$ cat src/rtl/mem_arbiter.sv
// Round-robin arbiter sharing one processor-side memory port among NUM_REQ requesters,
// with a per-requester lock for atomic read-modify-write sequences.
module mem_arbiter #(
  parameter int unsigned NUM_REQ = 4
) (
  input  logic                    clk,
  input  logic                    rst,
  input  logic [NUM_REQ-1:0]      req_ce_i,
  input  logic [NUM_REQ-1:0]      req_we_i,
  input  logic [NUM_REQ-1:0]      req_lock_i,
  input  logic [NUM_REQ*32-1:0]   req_addr_i,
  input  logic [NUM_REQ*4-1:0]    req_width_i,
  input  logic [NUM_REQ*32-1:0]   req_data_i,
  output logic [NUM_REQ-1:0]      req_ready_o,
  output logic [31:0]             req_data_o,
  output logic                    mem_ce_o,
  output logic                    mem_we_o,
  output logic [31:0]             mem_addr_o,
  output logic [3:0]              mem_width_o,
  output logic [31:0]             mem_data_o,
  input  logic [31:0]             mem_data_i,
  input  logic                    mem_ready_i,
  output logic [NUM_REQ-1:0]      grant_o,
  output logic                    busy_o
);

  localparam int unsigned IW = (NUM_REQ > 1) ? $clog2(NUM_REQ) : 1;
  localparam logic [NUM_REQ-1:0] ONE = NUM_REQ'(1);

  typedef enum logic {IDLE, ISSUE} state_e;

  state_e               state_q, state_d;
  logic [IW-1:0]        rr_ptr_q, rr_ptr_d;
  logic                 lock_vld_q, lock_vld_d;
  logic [IW-1:0]        lock_idx_q, lock_idx_d;
  logic [NUM_REQ-1:0]   served_q, served_d;
  logic [NUM_REQ-1:0]   grant_q, grant_d;
  logic [IW-1:0]        gidx_q, gidx_d;
  logic                 mem_ce_q, mem_ce_d;
  logic                 mem_we_q, mem_we_d;
  logic [31:0]          mem_addr_q, mem_addr_d;
  logic [3:0]           mem_width_q, mem_width_d;
  logic [31:0]          mem_data_q, mem_data_d;

  logic [31:0]          addr_arr  [NUM_REQ];
  logic [3:0]           width_arr [NUM_REQ];
  logic [31:0]          data_arr  [NUM_REQ];

  logic [NUM_REQ-1:0]   elig_c;
  logic                 lock_rel_c;
  logic                 win_c;
  logic [IW-1:0]        win_idx_c;
  int unsigned          cand_c;
  logic                 done_c;

  always_comb begin
    for (int i = 0; i < NUM_REQ; i++) begin
      addr_arr[i]  = req_addr_i[i*32 +: 32];
      width_arr[i] = req_width_i[i*4 +: 4];
      data_arr[i]  = req_data_i[i*32 +: 32];
    end
  end

  // Eligibility and round-robin search starting at rr_ptr_q.
  always_comb begin
    lock_rel_c = lock_vld_q && !req_ce_i[lock_idx_q] && !req_lock_i[lock_idx_q];
    elig_c     = req_ce_i & ~served_q;
    if (lock_vld_q && !lock_rel_c) begin
      elig_c = elig_c & (ONE << lock_idx_q);
    end
    win_c     = 1'b0;
    win_idx_c = '0;
    cand_c    = 0;
    for (int unsigned i = 0; i < NUM_REQ; i++) begin
      cand_c = (32'(rr_ptr_q) + i) % NUM_REQ;
      if (!win_c && elig_c[IW'(cand_c)]) begin
        win_c     = 1'b1;
        win_idx_c = IW'(cand_c);
      end
    end
  end

  assign done_c = (state_q == ISSUE) && mem_ready_i;

  always_comb begin
    state_d     = state_q;
    rr_ptr_d    = rr_ptr_q;
    lock_vld_d  = lock_vld_q;
    lock_idx_d  = lock_idx_q;
    served_d    = '0;
    grant_d     = grant_q;
    gidx_d      = gidx_q;
    mem_ce_d    = mem_ce_q;
    mem_we_d    = mem_we_q;
    mem_addr_d  = mem_addr_q;
    mem_width_d = mem_width_q;
    mem_data_d  = mem_data_q;
    case (state_q)
      IDLE: begin
        if (lock_rel_c) begin
          lock_vld_d = 1'b0;
          grant_d    = '0;
        end
        if (win_c) begin
          state_d     = ISSUE;
          grant_d     = ONE << win_idx_c;
          gidx_d      = win_idx_c;
          mem_ce_d    = 1'b1;
          mem_we_d    = req_we_i[win_idx_c];
          mem_addr_d  = addr_arr[win_idx_c];
          mem_width_d = width_arr[win_idx_c];
          mem_data_d  = data_arr[win_idx_c];
        end
      end
      ISSUE: begin
        // Served mask blocks a stale ce from the just-completed requester for one cycle.
        if (mem_ready_i) begin
          state_d    = IDLE;
          mem_ce_d   = 1'b0;
          rr_ptr_d   = (gidx_q == IW'(NUM_REQ - 1)) ? '0 : gidx_q + 1'b1;
          lock_vld_d = req_lock_i[gidx_q];
          lock_idx_d = gidx_q;
          served_d   = grant_q;
          if (!req_lock_i[gidx_q]) begin
            grant_d = '0;
          end
        end
      end
      default: state_d = IDLE;
    endcase
  end

  always_ff @(posedge clk or negedge rst) begin
    if (!rst) begin
      state_q     <= IDLE;
      rr_ptr_q    <= '0;
      lock_vld_q  <= 1'b0;
      lock_idx_q  <= '0;
      served_q    <= '0;
      grant_q     <= '0;
      gidx_q      <= '0;
      mem_ce_q    <= 1'b0;
      mem_we_q    <= 1'b0;
      mem_addr_q  <= '0;
      mem_width_q <= '0;
      mem_data_q  <= '0;
    end else begin
      state_q     <= state_d;
      rr_ptr_q    <= rr_ptr_d;
      lock_vld_q  <= lock_vld_d;
      lock_idx_q  <= lock_idx_d;
      served_q    <= served_d;
      grant_q     <= grant_d;
      gidx_q      <= gidx_d;
      mem_ce_q    <= mem_ce_d;
      mem_we_q    <= mem_we_d;
      mem_addr_q  <= mem_addr_d;
      mem_width_q <= mem_width_d;
      mem_data_q  <= mem_data_d;
    end
  end

  assign mem_ce_o    = mem_ce_q;
  assign mem_we_o    = mem_we_q;
  assign mem_addr_o  = mem_addr_q;
  assign mem_width_o = mem_width_q;
  assign mem_data_o  = mem_data_q;
  assign grant_o     = grant_q;
  assign busy_o      = (state_q == ISSUE);
  // Completion response is combinational so the requester sees it in the ready cycle.
  assign req_ready_o = done_c ? grant_q : '0;
  assign req_data_o  = done_c ? mem_data_i : 32'h0;

endmodule

$ cat config.mk
export PLATFORM = sky130hd
export DESIGN_NAME = mem_arbiter
export DESIGN_NICKNAME = d
export VERILOG_FILES = /design/src/rtl/mem_arbiter.sv
export SDC_FILE = /design/constraint.sdc
export NUM_CORES = 1
export LEC_CHECK = 0
export CAP_MARGIN = 20
export CORE_AREA = 2 2 165 167
export CTS_CLUSTER_SIZE = 8
export DETAILED_ROUTE_END_ITERATION = 8
export DIE_AREA = 0 0 167 169
export PLACE_DENSITY = 0.57
export SKIP_LAST_GASP = 1
export SLEW_MARGIN = 20
export SYNTH_ARGS = -nofsm -noshare
export SYNTH_HDL_FRONTEND = slang
export SYNTH_SLANG_ARGS = --single-unit
export TNS_END_PERCENT = 1
$ cat constraint.sdc
create_clock -name clk -period 7.75 [get_ports clk]
set_input_delay 1.9375 -clock clk [delete_from_list [all_inputs] [get_ports clk]]
set_output_delay 1.9375 -clock clk [all_outputs]
set_load 0.005 [all_outputs]
# --- Yosys cells after proc, flatten, opt, wreduce, memory -nomap -nowiden ---
# Index checks and enable logic that the tools add are counted.
classes:
  n_addsub: 4
  magnitude_cmp: 8
  n_eq_ne: 6
  n_shift: 2
  n_mux: 53
  n_bitwise: 5
  n_reduce_logical: 18
ops:
  columns: ["operator", "n"]
  rows:
  - ["32-bit two-way mux", 5]
  - ["32-bit binary-select mux with 2-bit select", 2]
  - ["4-bit two-way mux", 10]
  - ["2-bit by 3-bit less-than comparator with 1-bit output (second input constant)", 7]
  - ["1-bit two-way mux", 18]
  - ["1-bit binary-select mux with 2-bit select", 8]
  - ["2-bit two-way mux", 5]
  - ["4-bit AND", 2]
  - ["4-bit binary-select mux with 2-bit select", 1]
  - ["2-bit != test (second input constant)", 4]
  - ["4-bit case mux with 2 select lines", 1]
  - ["2-bit AND reduction", 4]
  - ["1-bit by 2-bit left shift with 4-bit output (first input constant)", 2]
  - ["1-bit logical AND", 7]
  - ["1-bit logical NOT", 6]
  - ["1-bit case mux with 2 select lines", 3]
  - ["2-bit by 1-bit adder with 2-bit output (second input constant)", 2]
  - ["2-bit adder (second input constant)", 2]
  - ["4-bit inverter", 1]
  - ["3-bit greater-or-equal comparator (second input constant)", 1]
  - ["3-bit != test (second input constant)", 1]
  - ["2-bit inverter with 3-bit output", 1]
  - ["3-bit AND reduction", 1]
  - ["2-bit equality test (second input constant)", 1]
  - ["1-bit inverter", 1]
totals:
  regBits: 86
  in_bits: 319
  elab_cells: 108

# --- Longest topological paths before layout ---
depth:
  word_depth: 24
  mapped_depth: 11
  ltp_nobuf: 7

# --- Least setup slack after synthesis ---
# Ideal clock, no wire load.
synth_timing:
  path_kind: "input-to-output"
  from: "in mem_ready_i"
  to: "out req_data_o[11]"
  t_arrival_ns: 2.301
  t_required_ns: 5.812
  slack_ns: 3.511
  stages: 2
  cell_sequence: "clkbuf_1 -> and3_1"
synth_between:
  elab_chain_cells: 2
synth_rtl:
  columns: ["element", "line_no", "text"]
  rows:
  - ["from (decl)", "22", "input logic mem_ready_i,"]
  - ["1-bit logical AND", "83", "assign done_c = (state_q == ISSUE) && mem_ready_i;"]
  - ["32-bit two-way mux", "172", "assign req_data_o = done_c ? mem_data_i : 32'h0;"]
  - ["to (decl)", "15", "output logic [31:0] req_data_o,"]
# Every way passes these cells.

# --- Worst setup path after layout ---
layout_timing:
  from: "in req_lock_i[1]"
  to: "reg mem_data_q[29] (netlist: mem_data_o[29])"
layout_between:
  elab_chain_cells: 23
  elab_cells_between_ends: 34
layout_rtl:
  columns: ["element", "line_no", "text"]
  rows:
  - ["from (decl)", "10", "input logic [NUM_REQ-1:0] req_lock_i,"]
  - ["1-bit binary-select mux with 2-bit select (*)", "66", "lock_rel_c = lock_vld_q && !req_ce_i[lock_idx_q] && !req_lock_i[lock_idx_q];"]
  - ["1-bit two-way mux (implied by the code) (*)", "66", null]
  - ["1-bit logical NOT (*)", "66", null]
  - ["1-bit logical AND (*)", "66", null]
  - ["1-bit logical NOT (*)", "68", "if (lock_vld_q && !lock_rel_c) begin"]
  - ["1-bit logical AND (*)", "68", null]
  - ["4-bit two-way mux (*)", "68", null]
  - ["1-bit binary-select mux with 2-bit select", "76", "if (!win_c && elig_c[IW'(cand_c)]) begin"]
  - ["(+6 left out)", null, null]
  - ["1-bit logical AND", "76", null]
  - ["1-bit two-way mux", "76", null]
  - ["1-bit logical NOT", "76", null]
  - ["1-bit logical AND", "76", null]
  - ["2-bit two-way mux", "76", null]
  - ["2-bit inverter with 3-bit output (implied by the code)", "112", "mem_data_d = data_arr[win_idx_c];"]
  - ["32-bit binary-select mux with 2-bit select", "112", null]
  - ["32-bit two-way mux (implied by the code) (2 in series)", "112", null]
  - ["to (signal assigned)", "159", "mem_data_q <= mem_data_d;"]
  - ["to (decl)", "43", "logic [31:0] mem_data_q, mem_data_d;"]
# Every way passes the cells marked *; elsewhere a longest branch is shown, timed or not. The select of a mux whose other input is x is not followed.
# A chain may end at the register's enable or synchronous reset.

==> out/metrics.yaml <==
start_util_pct: 24.5
finalSetupViolCount: 0
cellPowerDensity_mw_per_mm2: 335
clock_skew_ps: 17.7
fp-row-count: 60
syn_inst: 708
syn_area_per_cell_um2: 9.18
final_cell_mix: "427 x clkdlybuf4s50_1, 127 x a211oi_1, 86 x dfrtp_1"
path_cells: "clkdlybuf4s50_1 > nor2_1 > nor2_1 > a221oi_4 > nor4_2 > nor2_4 > and2_4 > a211oi_1"
max_freq_mhz: 186
busiest_layer: "met2"
hold_class: "reg2reg"
h-tree-depth: 3
cp-start-kind: "primary input"
grt_first_pass_wirelength_um: 45600
globalplace.congestion: 0.773
drt_iter0_drc: 481
drt-wirelength-per-cell_um: 21.6
cts_resized: 0
grt_use_met1_pct: 25.6
drt_wl_total_um: 30600
gr-usage-all-layers_pct: 20.6
cp.arrival_ps: 5560
cts_setup_buffers: 0
route.detailed.drc: 0
clk_latency_ps: 350
gr-usage-met2_pct: 36.0
slowest_delay_ps: 960
ys_top_cells_by_area: "dfrtp_1 33%, a211oi_1 15%, mux2i_1 11%, a2111oi_0 7.7%, o21ai_0 5.5%"
die_y_um: 169
cts.sinks: 86
cts_root_buf: "clkbuf_16"
final_common_cell: "clkdlybuf4s50_1"
layout-drive-gt1-share_pct: 6.98
synth_top_area_share_pct: 33.1
nNetsFinal: 1390
ff_latch_area_mm2: 0.00215
fp.dieW_um: 167
num_vias: 7464
synth_flop_cell: "dfrtp_1"
ant_nets: 0
synth_cell_types: 43
clk_pin_slew_ps: 70
yosys_warnings: 0
synth_seq_cells: 86
grt_overflow: 0
antenna_found_initial: 1
dr.pass1.iters: 5
grt_max_degree: 72
grt_util_met3_pct: 4.14
report.final.hold_viol_count: 0
io_buffers: 429
status: "completed"
cp_max_fo: 71
crit_path_end_kind: "flop"
seq_area_frac_synth_pct: 33.1
rsz0062_at_grt: "no"
dpl_cell_area_mm2: 0.0109
numCtsBuffers: 9
p_leak_nw: 4.05
period_minus_slack_ps: 5390
place_hpwl_um: 20900
max-slew-margin-rel_pct: 30.8
fill_cells: 2607
cap_violations: 0
worst_pin_slew_ps: 1040
viasPerCell: 5.27
final_area_mm2: 0.0113
vdd_ir_drop_max_uv: 282
multiInputGateArea_mm2: 0.00393
synthArstFlopShare_pct: 100
netlist_area_mm2: 0.00650
total_power_mw: 3.78
ios: 430
syn-num-nets: 1028
core-area_mm2: 0.0265
worst_path_max_delay_cell: "and2_4"
tritoncts: "built"
clk_path_buf_depth: 2
die-area_mm2: 0.0282
synth_edf_count: 0
hold_ws_ps: 500
setup-tns-final_ps: 0
area_growth_pct: 73.7
period_share_pct: 69.5
final_max_slew_viol_count: 0
synth_top_cell_by_area: "dfrtp_1"
postCtsHoldBufs: 0
first_global_vias: 7611
worstSetupPathType: "in2reg"
cp_common_cell: "nor2_1"
cp.required_ps: 7920
==> flip-flops by register name, indices dropped and copies added (netlist names), 2 cells and up <==
signal and cells:
gidx_q 2, lock_idx_q 2, rr_ptr_q 2, grant_o 4, mem_data_o 32, mem_addr_o 32
served_q 4, mem_width_o 4
==> per-layer routing <==
| layer | routed length (um) | vias to the layer above | share of wire, % |
|---|---|---|---|
| li1 | - | 3519 | - |
| met1 | 12700 | 3610 | 42 |
| met2 | 15300 | 303 | 50 |
| met3 | 2050 | 32 | 6.7 |
| met4 | 553 | 0 | 1.8 |
| met5 | 0 | - | 0 |
==> stage by stage <==
step,setup slack (ps),instances,utilization (%)
after floorplan,3510,708,-
after global placement,1760,1399,41.2
after detailed placement,1830,1400,41.3
after CTS,1840,1415,42.6
after global routing,2130,1415,42.6
final,2360,1416,42.6
==> critical path: cells and delay by family <==
| family | cells | cell delay (ps) |
|---|---|---|
| simple gates | 5 | 2220 |
| compound gates | 2 | 910 |
| buf+inv | 1 | 430 |
==> final timing paths <==
check	start	endpoint	slack, ps	depth (start not counted)
max	req_lock_i[1]	mem_data_o[29]$_DFFE_PN0P_	2360	8
min	mem_ce_o$_DFFE_PN0P_	mem_ce_o$_DFFE_PN0P_	500	1
max reg2reg	lock_idx_q[1]$_DFFE_PN0P_	mem_data_o[29]$_DFFE_PN0P_	4030	7
min reg2reg	mem_ce_o$_DFFE_PN0P_	mem_ce_o$_DFFE_PN0P_	500	1
max in group asynchronous	rst	mem_data_o[3]$_DFFE_PN0P_	5040	2
min in group asynchronous	rst	mem_data_o[20]$_DFFE_PN0P_	1560	1
==> final cells by class <==
type                    count  area share [%]
repair buffers            444            39.2
multi-input cells         528            34.8
flip-flops and latches     86            19.1
well taps                 341            3.78
clock buffers              11            2.06
clock inverters             4            1.06
inverters                   1          0.0333
diodes                      1          0.0222
==> power by group <==
group	leakage [nW]	switching, mW	internal (mW)
combinational	2.90	1.35	1.07
sequential	0.977	0.150	0.667
clock	0.170	0.194	0.347
total	4.05	1.70	2.08
==> Yosys cell counts (6+ instances only) <==
cell type / instances
nor2_1: 80
nand2b_1: 6
a211oi_1: 128
and3_1: 40
a21oi_1: 6
a211oi_2: 12
a2111oi_2: 12
mux2i_1: 70
buf_4: 7
clkbuf_1: 60
buf_2: 15
dfrtp_1: 86
o21ai_0: 71
nand2_1: 6
buf_6: 8
a2111oi_0: 57
==> logic make-up after synthesis <==
logic type | count (synthesis) | share of synthesized area (%)
AO/OA/AOI/OAI | 308 | 36.7
adder cells (fa/ha/maj) | 1 | 0.193
buffers and inverters | 94 | 7.22
flip-flops | 86 | 33.1
multiplexers | 76 | 12.2
AND/OR/NAND/NOR | 143 | 10.6
No activity file was read; power rests on OpenSTA's default activity.
